File: src/rtl/pipe_controller_if.sv
// Bus between pipe_controller and the datapath / hazard unit.
// The master drives the instruction, ALU flags and flush request;
// the slave (the controller) returns the stage controls and hazard status.
interface pipe_controller_if #(
  parameter int CONDW = 4,
  parameter int ALUCW = 4
);
  logic [19:0]      InstrD;
  logic [CONDW-1:0] ALUFlagsE;
  logic             FlushE;
  logic [1:0]       RegSrcD;
  logic [1:0]       ImmSrcD;
  logic             ALUSrcE;
  logic [ALUCW-1:0] ALUControlE;
  logic             BranchTakenE;
  logic             MemWriteM;
  logic             MemtoRegW;
  logic             PCSrcW;
  logic             RegWriteW;
  logic             RegWriteM;
  logic             MemtoRegE;
  logic             PCWrPendingF;

  modport master (
    output InstrD, ALUFlagsE, FlushE,
    input  RegSrcD, ImmSrcD, ALUSrcE, ALUControlE, BranchTakenE, MemWriteM,
           MemtoRegW, PCSrcW, RegWriteW, RegWriteM, MemtoRegE, PCWrPendingF
  );

  modport slave (
    input  InstrD, ALUFlagsE, FlushE,
    output RegSrcD, ImmSrcD, ALUSrcE, ALUControlE, BranchTakenE, MemWriteM,
           MemtoRegW, PCSrcW, RegWriteW, RegWriteM, MemtoRegE, PCWrPendingF
  );
endinterface

File: src/rtl/pipe_controller.sv
// Pipelined control unit for the 5-stage ARM-subset datapath.
// Decodes InstrD, carries controls through D/E, E/M and M/W registers,
// evaluates condition codes against the stored NZCV flags and gates the
// side effects of instructions whose condition fails.
module pipe_controller #(
  parameter int CONDW = 4,
  parameter int ALUCW = 4
) (
  input logic               clk,
  input logic               reset,
  pipe_controller_if.slave  bus
);

  typedef enum logic [1:0] {
    OP_DP  = 2'b00,
    OP_MEM = 2'b01,
    OP_BR  = 2'b10,
    OP_UND = 2'b11
  } op_e;

  typedef enum logic [3:0] {
    CMD_AND = 4'b0000,
    CMD_EOR = 4'b0001,
    CMD_SUB = 4'b0010,
    CMD_ADD = 4'b0100,
    CMD_CMP = 4'b1010,
    CMD_ORR = 4'b1100,
    CMD_MOV = 4'b1101
  } cmd_e;

  typedef enum logic [3:0] {
    C_EQ = 4'b0000, C_NE = 4'b0001, C_CS = 4'b0010, C_CC = 4'b0011,
    C_MI = 4'b0100, C_PL = 4'b0101, C_VS = 4'b0110, C_VC = 4'b0111,
    C_HI = 4'b1000, C_LS = 4'b1001, C_GE = 4'b1010, C_LT = 4'b1011,
    C_GT = 4'b1100, C_LE = 4'b1101, C_AL = 4'b1110, C_NV = 4'b1111
  } cond_e;

  // Instruction fields (InstrD holds Instr[31:12]).
  logic [3:0] cond_d;
  logic [1:0] op_d;
  logic [5:0] funct_d;
  logic [3:0] rd_d;
  logic       unused_rn;

  assign cond_d    = bus.InstrD[19:16];
  assign op_d      = bus.InstrD[15:14];
  assign funct_d   = bus.InstrD[13:8];
  assign rd_d      = bus.InstrD[3:0];
  assign unused_rn = ^bus.InstrD[7:4];

  // Decode-stage controls
  logic [1:0]       reg_src_d, imm_src_d, flag_w_d;
  logic             alu_src_d, reg_write_d, mem_write_d, memto_reg_d, branch_d;
  logic             pcs_d;
  logic [ALUCW-1:0] alu_ctl_d;

  // D/E register
  logic [1:0]       flag_w_e;
  logic             alu_src_e, reg_write_e, mem_write_e, memto_reg_e, branch_e, pcs_e;
  logic [ALUCW-1:0] alu_ctl_e;
  cond_e            cond_q;

  // E/M and M/W registers, flags
  logic             reg_write_m, mem_write_m, memto_reg_m, pcs_m;
  logic             reg_write_w, memto_reg_w, pcs_w;
  logic [CONDW-1:0] flags_q;

  logic             cond_ex;
  logic             pcs_e_gated;

  // Main decoder: op class, ALU command and flag-write mask from InstrD.
  always_comb begin
    reg_src_d   = 2'b00;
    imm_src_d   = 2'b00;
    flag_w_d    = 2'b00;
    alu_src_d   = 1'b0;
    reg_write_d = 1'b0;
    mem_write_d = 1'b0;
    memto_reg_d = 1'b0;
    branch_d    = 1'b0;
    alu_ctl_d   = '0;
    case (op_d)
      OP_DP: begin
        alu_src_d = funct_d[5];
        case (funct_d[4:1])
          CMD_AND: begin alu_ctl_d = ALUCW'(4'b0010); reg_write_d = 1'b1; flag_w_d = {funct_d[0], 1'b0}; end
          CMD_EOR: begin alu_ctl_d = ALUCW'(4'b0100); reg_write_d = 1'b1; flag_w_d = {funct_d[0], 1'b0}; end
          CMD_SUB: begin alu_ctl_d = ALUCW'(4'b0001); reg_write_d = 1'b1; flag_w_d = {2{funct_d[0]}}; end
          CMD_ADD: begin alu_ctl_d = ALUCW'(4'b0000); reg_write_d = 1'b1; flag_w_d = {2{funct_d[0]}}; end
          CMD_CMP: begin alu_ctl_d = ALUCW'(4'b0001); reg_write_d = 1'b0; flag_w_d = {2{funct_d[0]}}; end
          CMD_ORR: begin alu_ctl_d = ALUCW'(4'b0011); reg_write_d = 1'b1; flag_w_d = {funct_d[0], 1'b0}; end
          CMD_MOV: begin alu_ctl_d = ALUCW'(4'b0101); reg_write_d = 1'b1; flag_w_d = {funct_d[0], 1'b0}; end
          default: begin alu_ctl_d = '0; reg_write_d = 1'b0; flag_w_d = 2'b00; end
        endcase
      end
      OP_MEM: begin
        alu_src_d = 1'b1;
        imm_src_d = 2'b01;
        if (funct_d[0]) begin
          memto_reg_d = 1'b1;
          reg_write_d = 1'b1;
        end else begin
          mem_write_d = 1'b1;
          reg_src_d   = 2'b10;
        end
      end
      OP_BR: begin
        branch_d  = 1'b1;
        imm_src_d = 2'b10;
        reg_src_d = 2'b01;
        alu_src_d = 1'b1;
      end
      default: ;
    endcase
  end

  assign pcs_d = reg_write_d & (rd_d == 4'hF);

  // Condition check in Execute against the stored N,Z,C,V flags.
  always_comb begin
    cond_ex = 1'b0;
    case (cond_q)
      C_EQ: cond_ex = flags_q[2];
      C_NE: cond_ex = ~flags_q[2];
      C_CS: cond_ex = flags_q[1];
      C_CC: cond_ex = ~flags_q[1];
      C_MI: cond_ex = flags_q[3];
      C_PL: cond_ex = ~flags_q[3];
      C_VS: cond_ex = flags_q[0];
      C_VC: cond_ex = ~flags_q[0];
      C_HI: cond_ex = flags_q[1] & ~flags_q[2];
      C_LS: cond_ex = ~flags_q[1] | flags_q[2];
      C_GE: cond_ex = (flags_q[3] == flags_q[0]);
      C_LT: cond_ex = (flags_q[3] != flags_q[0]);
      C_GT: cond_ex = ~flags_q[2] & (flags_q[3] == flags_q[0]);
      C_LE: cond_ex = flags_q[2] | (flags_q[3] != flags_q[0]);
      C_AL: cond_ex = 1'b1;
      default: cond_ex = 1'b0;
    endcase
  end

  assign pcs_e_gated = pcs_e & cond_ex;

  // Pipeline registers and flags; FlushE bubbles only D/E, so the
  // instruction already in E still commits its flag update.
  always_ff @(posedge clk) begin
    if (reset) begin
      flag_w_e    <= 2'b00;
      alu_src_e   <= 1'b0;
      reg_write_e <= 1'b0;
      mem_write_e <= 1'b0;
      memto_reg_e <= 1'b0;
      branch_e    <= 1'b0;
      pcs_e       <= 1'b0;
      alu_ctl_e   <= '0;
      cond_q      <= C_EQ;
      reg_write_m <= 1'b0;
      mem_write_m <= 1'b0;
      memto_reg_m <= 1'b0;
      pcs_m       <= 1'b0;
      reg_write_w <= 1'b0;
      memto_reg_w <= 1'b0;
      pcs_w       <= 1'b0;
      flags_q     <= '0;
    end else begin
      if (bus.FlushE) begin
        flag_w_e    <= 2'b00;
        alu_src_e   <= 1'b0;
        reg_write_e <= 1'b0;
        mem_write_e <= 1'b0;
        memto_reg_e <= 1'b0;
        branch_e    <= 1'b0;
        pcs_e       <= 1'b0;
        alu_ctl_e   <= '0;
        cond_q      <= C_EQ;
      end else begin
        flag_w_e    <= flag_w_d;
        alu_src_e   <= alu_src_d;
        reg_write_e <= reg_write_d;
        mem_write_e <= mem_write_d;
        memto_reg_e <= memto_reg_d;
        branch_e    <= branch_d;
        pcs_e       <= pcs_d;
        alu_ctl_e   <= alu_ctl_d;
        cond_q      <= cond_e'(cond_d);
      end
      reg_write_m <= reg_write_e & cond_ex;
      mem_write_m <= mem_write_e & cond_ex;
      memto_reg_m <= memto_reg_e;
      pcs_m       <= pcs_e_gated;
      reg_write_w <= reg_write_m;
      memto_reg_w <= memto_reg_m;
      pcs_w       <= pcs_m;
      if (flag_w_e[1] & cond_ex) flags_q[3:2] <= bus.ALUFlagsE[3:2];
      if (flag_w_e[0] & cond_ex) flags_q[1:0] <= bus.ALUFlagsE[1:0];
    end
  end

  assign bus.RegSrcD      = reg_src_d;
  assign bus.ImmSrcD      = imm_src_d;
  assign bus.ALUSrcE      = alu_src_e;
  assign bus.ALUControlE  = alu_ctl_e;
  assign bus.BranchTakenE = branch_e & cond_ex;
  assign bus.MemWriteM    = mem_write_m;
  assign bus.MemtoRegW    = memto_reg_w;
  assign bus.PCSrcW       = pcs_w;
  assign bus.RegWriteW    = reg_write_w;
  assign bus.RegWriteM    = reg_write_m;
  assign bus.MemtoRegE    = memto_reg_e;
  assign bus.PCWrPendingF = pcs_d | pcs_e_gated | pcs_m;

endmodule

File: src/flat_wrapper.sv
// flat-port wrapper written by rule: the top's interface ports become plain ports
module pipe_controller_flat 
#(
  parameter int CONDW = 4,
  parameter int ALUCW = 4
)
  (clk, reset, bus_InstrD, bus_ALUFlagsE, bus_FlushE, bus_RegSrcD, bus_ImmSrcD, bus_ALUSrcE, bus_ALUControlE, bus_BranchTakenE, bus_MemWriteM, bus_MemtoRegW, bus_PCSrcW, bus_RegWriteW, bus_RegWriteM, bus_MemtoRegE, bus_PCWrPendingF);
  pipe_controller_if #(.CONDW(CONDW), .ALUCW(ALUCW)) bus_i ();
  input logic clk;
  input logic reset;
  input wire logic [$bits(bus_i.InstrD)-1:0] bus_InstrD;
  input wire logic [$bits(bus_i.ALUFlagsE)-1:0] bus_ALUFlagsE;
  input wire logic [$bits(bus_i.FlushE)-1:0] bus_FlushE;
  output wire logic [$bits(bus_i.RegSrcD)-1:0] bus_RegSrcD;
  output wire logic [$bits(bus_i.ImmSrcD)-1:0] bus_ImmSrcD;
  output wire logic [$bits(bus_i.ALUSrcE)-1:0] bus_ALUSrcE;
  output wire logic [$bits(bus_i.ALUControlE)-1:0] bus_ALUControlE;
  output wire logic [$bits(bus_i.BranchTakenE)-1:0] bus_BranchTakenE;
  output wire logic [$bits(bus_i.MemWriteM)-1:0] bus_MemWriteM;
  output wire logic [$bits(bus_i.MemtoRegW)-1:0] bus_MemtoRegW;
  output wire logic [$bits(bus_i.PCSrcW)-1:0] bus_PCSrcW;
  output wire logic [$bits(bus_i.RegWriteW)-1:0] bus_RegWriteW;
  output wire logic [$bits(bus_i.RegWriteM)-1:0] bus_RegWriteM;
  output wire logic [$bits(bus_i.MemtoRegE)-1:0] bus_MemtoRegE;
  output wire logic [$bits(bus_i.PCWrPendingF)-1:0] bus_PCWrPendingF;
  assign bus_i.InstrD = bus_InstrD;
  assign bus_i.ALUFlagsE = bus_ALUFlagsE;
  assign bus_i.FlushE = bus_FlushE;
  assign bus_RegSrcD = bus_i.RegSrcD;
  assign bus_ImmSrcD = bus_i.ImmSrcD;
  assign bus_ALUSrcE = bus_i.ALUSrcE;
  assign bus_ALUControlE = bus_i.ALUControlE;
  assign bus_BranchTakenE = bus_i.BranchTakenE;
  assign bus_MemWriteM = bus_i.MemWriteM;
  assign bus_MemtoRegW = bus_i.MemtoRegW;
  assign bus_PCSrcW = bus_i.PCSrcW;
  assign bus_RegWriteW = bus_i.RegWriteW;
  assign bus_RegWriteM = bus_i.RegWriteM;
  assign bus_MemtoRegE = bus_i.MemtoRegE;
  assign bus_PCWrPendingF = bus_i.PCWrPendingF;
  pipe_controller #(.CONDW(CONDW), .ALUCW(ALUCW)) u_core (.clk(clk), .reset(reset), .bus(bus_i));
endmodule
File: config.mk
export PLATFORM = sky130hd
export DESIGN_NAME = pipe_controller_flat
export DESIGN_NICKNAME = d
export VERILOG_FILES = /design/src/rtl/pipe_controller_if.sv /design/src/rtl/pipe_controller.sv /design/src/flat_wrapper.sv
export SDC_FILE = /design/constraint.sdc
export NUM_CORES = 1
export LEC_CHECK = 0
export CORE_ASPECT_RATIO = 1.75
export CORE_MARGIN = 1.5
export CORE_UTILIZATION = 48
export CTS_CLUSTER_SIZE = 24
export DETAILED_ROUTE_END_ITERATION = 8
export PLACE_DENSITY = 0.87
export SETUP_SLACK_MARGIN = 0.15
export SLEW_MARGIN = 25
export SYNTH_ARGS = -nofsm -noshare
export SYNTH_HDL_FRONTEND = slang
export SYNTH_SLANG_ARGS = --single-unit
File: constraint.sdc
create_clock -name clk -period 2.7 [get_ports clk]
set_input_delay 0.27 -clock clk [delete_from_list [all_inputs] [get_ports clk]]
set_output_delay 0.27 -clock clk [all_outputs]
set_load 0.01 [all_outputs]
==> summary.md <==
| Metric | Value |
|---|---|
| Crit-path slowest cell | dfxtp_1 |
| Setup Viol. Count Final | 0 |
| Leakage power | 0.675 nW |
| 1st-iter DRT viols | 22 |
| Hold WC Path Type | flip-flop to flip-flop |
| Root buffer selected by CTS | clkbuf_8 |
| CTS H-tree depth | 1 |
| Critical path class | flip-flop to output port |
| DP Cell Count | 199 |
| RSZ-0062 raised after global routing | no |
| Switch share | 0.212 |
| Share of post-route cells with drive strength above 1 | 0.124 |
| Row cnt | 24 |
| WP buf/inv | 2 |
| Post-Synth XOR/XNOR Area | 0.0134 |
| CTS max path bufs | 2 |
| Combinational group share of total power | 0.140 |
| Synth warnings | 0 |
| Clock power share | 0.381 |
| Clock Sinks | 26 |
| Io pins | 44 |
| Gr usage total | 0.208 |
| Part of the cycle the worst path needs | 0.898 |
| Synthesized area | 1310 µm² |
| Clock Pin Slew Worst Setup and Hold Paths | 0.09 ns |
| DRC | 0 |
| Reg2reg end | u_core.flags_q[3] |
| Initial antenna violation count | 0 |
| Vias | 1152 |
| Final core utilization | 0.698 |
| RePlAce Congestion | 0.869 |
| Compound-Gate Fraction of Synth Area | 0.167 |
| Post-synthesis simple-gate area fraction | 0.273 |
| Pwr per Cell Area | 464 nW/µm² |
| Outcome | complete, no violations |
| Commonest non-fill, non-tap cell in the layout | clkdlybuf4s50_1 |
| Worst skew pair latency | 0.27 ns |
| DIE AREA | 3060 µm² |
| Sequential area share after synthesis | 0.397 |
| Cell family with most CP delay | compound AO/OA/AOI/OAI gates |
| Total power | 0.000827 W |
| Synthesized area per cell | 9.23 µm² |
| Synth Register Bits | 26 |
| Initial core utilization | 0.513 |
| Global-route wire length before repair | 4890 µm |
| R2r setup slk | 0.81 ns |
| Mapped Nets | 174 |
| Fmax | 412 MHz |
| Most frequent cells in the layout | 36 x clkdlybuf4s50_1, 24 x dfxtp_1, 9 x inv_1, 9 x nand2_1, 7 x nor2b_1 |
| HPWL Detailed | 2320 µm |
| Final antenna-violating net count | 0 |
| Main combinational cell family by area after synthesis | simple AND/OR/NAND/NOR gates |
| Internal power | 0.000651 W |
| Data arrival, critical path | 2.16 ns |
| Hold Path End | u_core.bus.MemtoRegW |
| Cts bufs inserted | 3 |
| Die W | 42.5 µm |
| Slew Limit Fails | 0 |
| Largest net degree at the start of global routing | 16 |
| Adder-Cell Fraction of Synth Area | 0.0478 |
| Vias per cell | 5.65 |
| R2r startpoint | u_core.cond_q[1] |
| DR WL/cell | 14.6 µm |
| Worst EP required | 2.43 ns |
| Max_cap viols | 0 |
| Area Overhead vs Synth | 35.9% |
| Buffers on Ports | 38 |
| Max VDD drop | 331 µV |
| Reg power frac | 0.479 |
| Final WL | 2970 µm |
| Hold-fix buffer count after cts | 0 |
| Mapped Cells | 142 |
| Vias in the first global route | 1163 |
| Final Non-Filler Cells | 204 |
| Die Y | 72.1 µm |
| Crit path time final | 2.43 ns |
| Startpoint types | flip-flop |
| TritonCTS clock tree | built |
| Grt ovf | 0 |
| Crit-path cells | and2b_1 > o221ai_1 > a222oi_1 > buf_4 > o21a_2 > o221ai_2 > dlygate4sd2_1 |
| Synth cell types | 39 |
| R2R depth | 7 |
| CP max stage delay | 0.50 ns |
| Setup TNS | 0 ns |
| Skew final | 0.00891 ns |
| Layout Nets | 211 |
| CP Max Fanout | 9 |
| Fraction of synthesized area in multiplexers | 0.0153 |
| Core box area | 2550 µm² |
| Initial DRT Pass Iterations | 4 |
| Hold path start | u_core.memto_reg_m |
| Hold depth | 1 |
| Hold Violations, Final | 0 |
| Worst setup EP type | output port |
| # diodes | 0 |
| Switching pwr | 0.000176 W |
-- final cells by class --
| class | count | area (µm²) |
|---|---|---|
| fillers | 192 | 772 |
| multi-input cells | 95 | 694 |
| flip-flops and latches | 26 | 526 |
| repair buffers | 44 | 423 |
| clock buffers | 3 | 41.3 |
| inverters | 9 | 33.8 |
| well taps | 26 | 32.5 |
| clock inverters | 1 | 30.0 |
-- repair_timing --
| item | CTS | global route |
|---|---|---|
| endpoints found under the setup margin | 2 | 1 |
| resized for setup | 7 | 1 |
| pin swaps | 1 | 1 |
| buffers inserted | 1 | 0 |
| hold endpoints to repair | 0 | 0 |
-- power by group through the flow --
stage	Clock, W	Sequential [W]	Combinational (W)
after floorplan	0	0.000402	0.0000610
after global placement	0	0.000405	0.000106
after detailed placement	0	0.000405	0.000112
after CTS	0.000321	0.000396	0.000116
after global routing	0.000334	0.000397	0.000127
final	0.000315	0.000396	0.000116
-- cell families (layout without fill, tap and decap cells) --
logic type,count (synthesis),count (layout)
multiplexers,2,2
AND/OR/NAND/NOR,60,60
flip-flops,26,26
other,1,1
XOR/XNOR,2,2
buffers and inverters,21,57
AO/OA/AOI/OAI,25,25
adder cells (fa/ha/maj),5,5
-- through the flow --
| stage | area, µm² | setup WS [ns] | hold slack (ns) |
|---|---|---|---|
| finish | 1780 | 0.274 | 0.461 |
| global route | 1780 | 0.152 | 0.466 |
| CTS | 1780 | 0.257 | 0.462 |
| detailed placement | 1690 | 0.173 | 0.443 |
| global placement | 1690 | 0.235 | 0.429 |
| floorplan | 1310 | 0.728 | 0.347 |
-- state kept, by name, summed over array words and instances, names as in the netlist --
name,cells
u_core.memto_reg_m,1
u_core.bus.ALUControlE,3
u_core.flags_q,4
u_core.reg_write_e,1
u_core.pcs_e,1
u_core.bus.ALUSrcE,1
u_core.branch_e,1
u_core.bus.MemtoRegE,1
u_core.bus.PCSrcW,1
u_core.flag_w_e,2
u_core.bus.MemWriteM,1
u_core.bus.RegWriteW,1
u_core.pcs_m,1
u_core.bus.MemtoRegW,1
u_core.cond_q,4
u_core.bus.RegWriteM,1
u_core.mem_write_e,1
-- metal layers --
layer  vias to the layer above  routed length [µm]  track usage
li1                        574                   -            -
met1                       543                1050        0.194
met2                        28                1740        0.410
met3                         7                  84       0.0124
met4                         0                  96        0.139
met5                         -                   0            0
-- worst max-delay path by stage --
stage,from,endpoint,slack (ns),cells past startpoint
after floorplan,u_core.flags_q[0],bus_PCWrPendingF,0.73,7
after detailed placement,u_core.cond_q[2],bus_PCWrPendingF,0.17,6
after global routing,u_core.cond_q[1],bus_PCWrPendingF,0.15,7
after CTS,u_core.flags_q[2],bus_PCWrPendingF,0.26,6
final,u_core.cond_q[1],bus_PCWrPendingF,0.27,7
after global placement,u_core.cond_q[2],bus_PCWrPendingF,0.23,6
-- Yosys cell counts --
cell,number,area share
nand4_1,1,0.0048
buf_4,3,0.017
o21a_1,1,0.0057
nand3b_1,1,0.0057
and2_1,6,0.029
a222oi_1,1,0.0076
nand3_1,4,0.015
mux2i_1,2,0.015
buf_2,3,0.011
nor2b_1,7,0.033
o2111ai_1,4,0.027
a21oi_1,6,0.023
nand2_1,9,0.026
dfxtp_1,26,0.40
a22o_1,1,0.0067
nor3_1,5,0.019
a21o_1,1,0.0057
ha_1,5,0.048
buf_6,2,0.017
and3_1,3,0.014
nor4_1,3,0.014
or3b_2,1,0.0067
clkbuf_1,4,0.011
inv_1,9,0.026
conb_1,1,0.0029
nor3b_1,4,0.023
a31oi_1,1,0.0048
and4_1,1,0.0067
nand4b_1,1,0.0067
nor4b_2,1,0.011
o221a_2,1,0.0086
o21ai_0,2,0.0076
nor2_1,5,0.014
o221ai_2,5,0.057
nor4b_1,2,0.013
xor2_1,2,0.013
and2b_1,1,0.0057
nand2b_1,5,0.024
o221ai_1,2,0.013
Note: power is estimated with default switching activity, not from simulation.
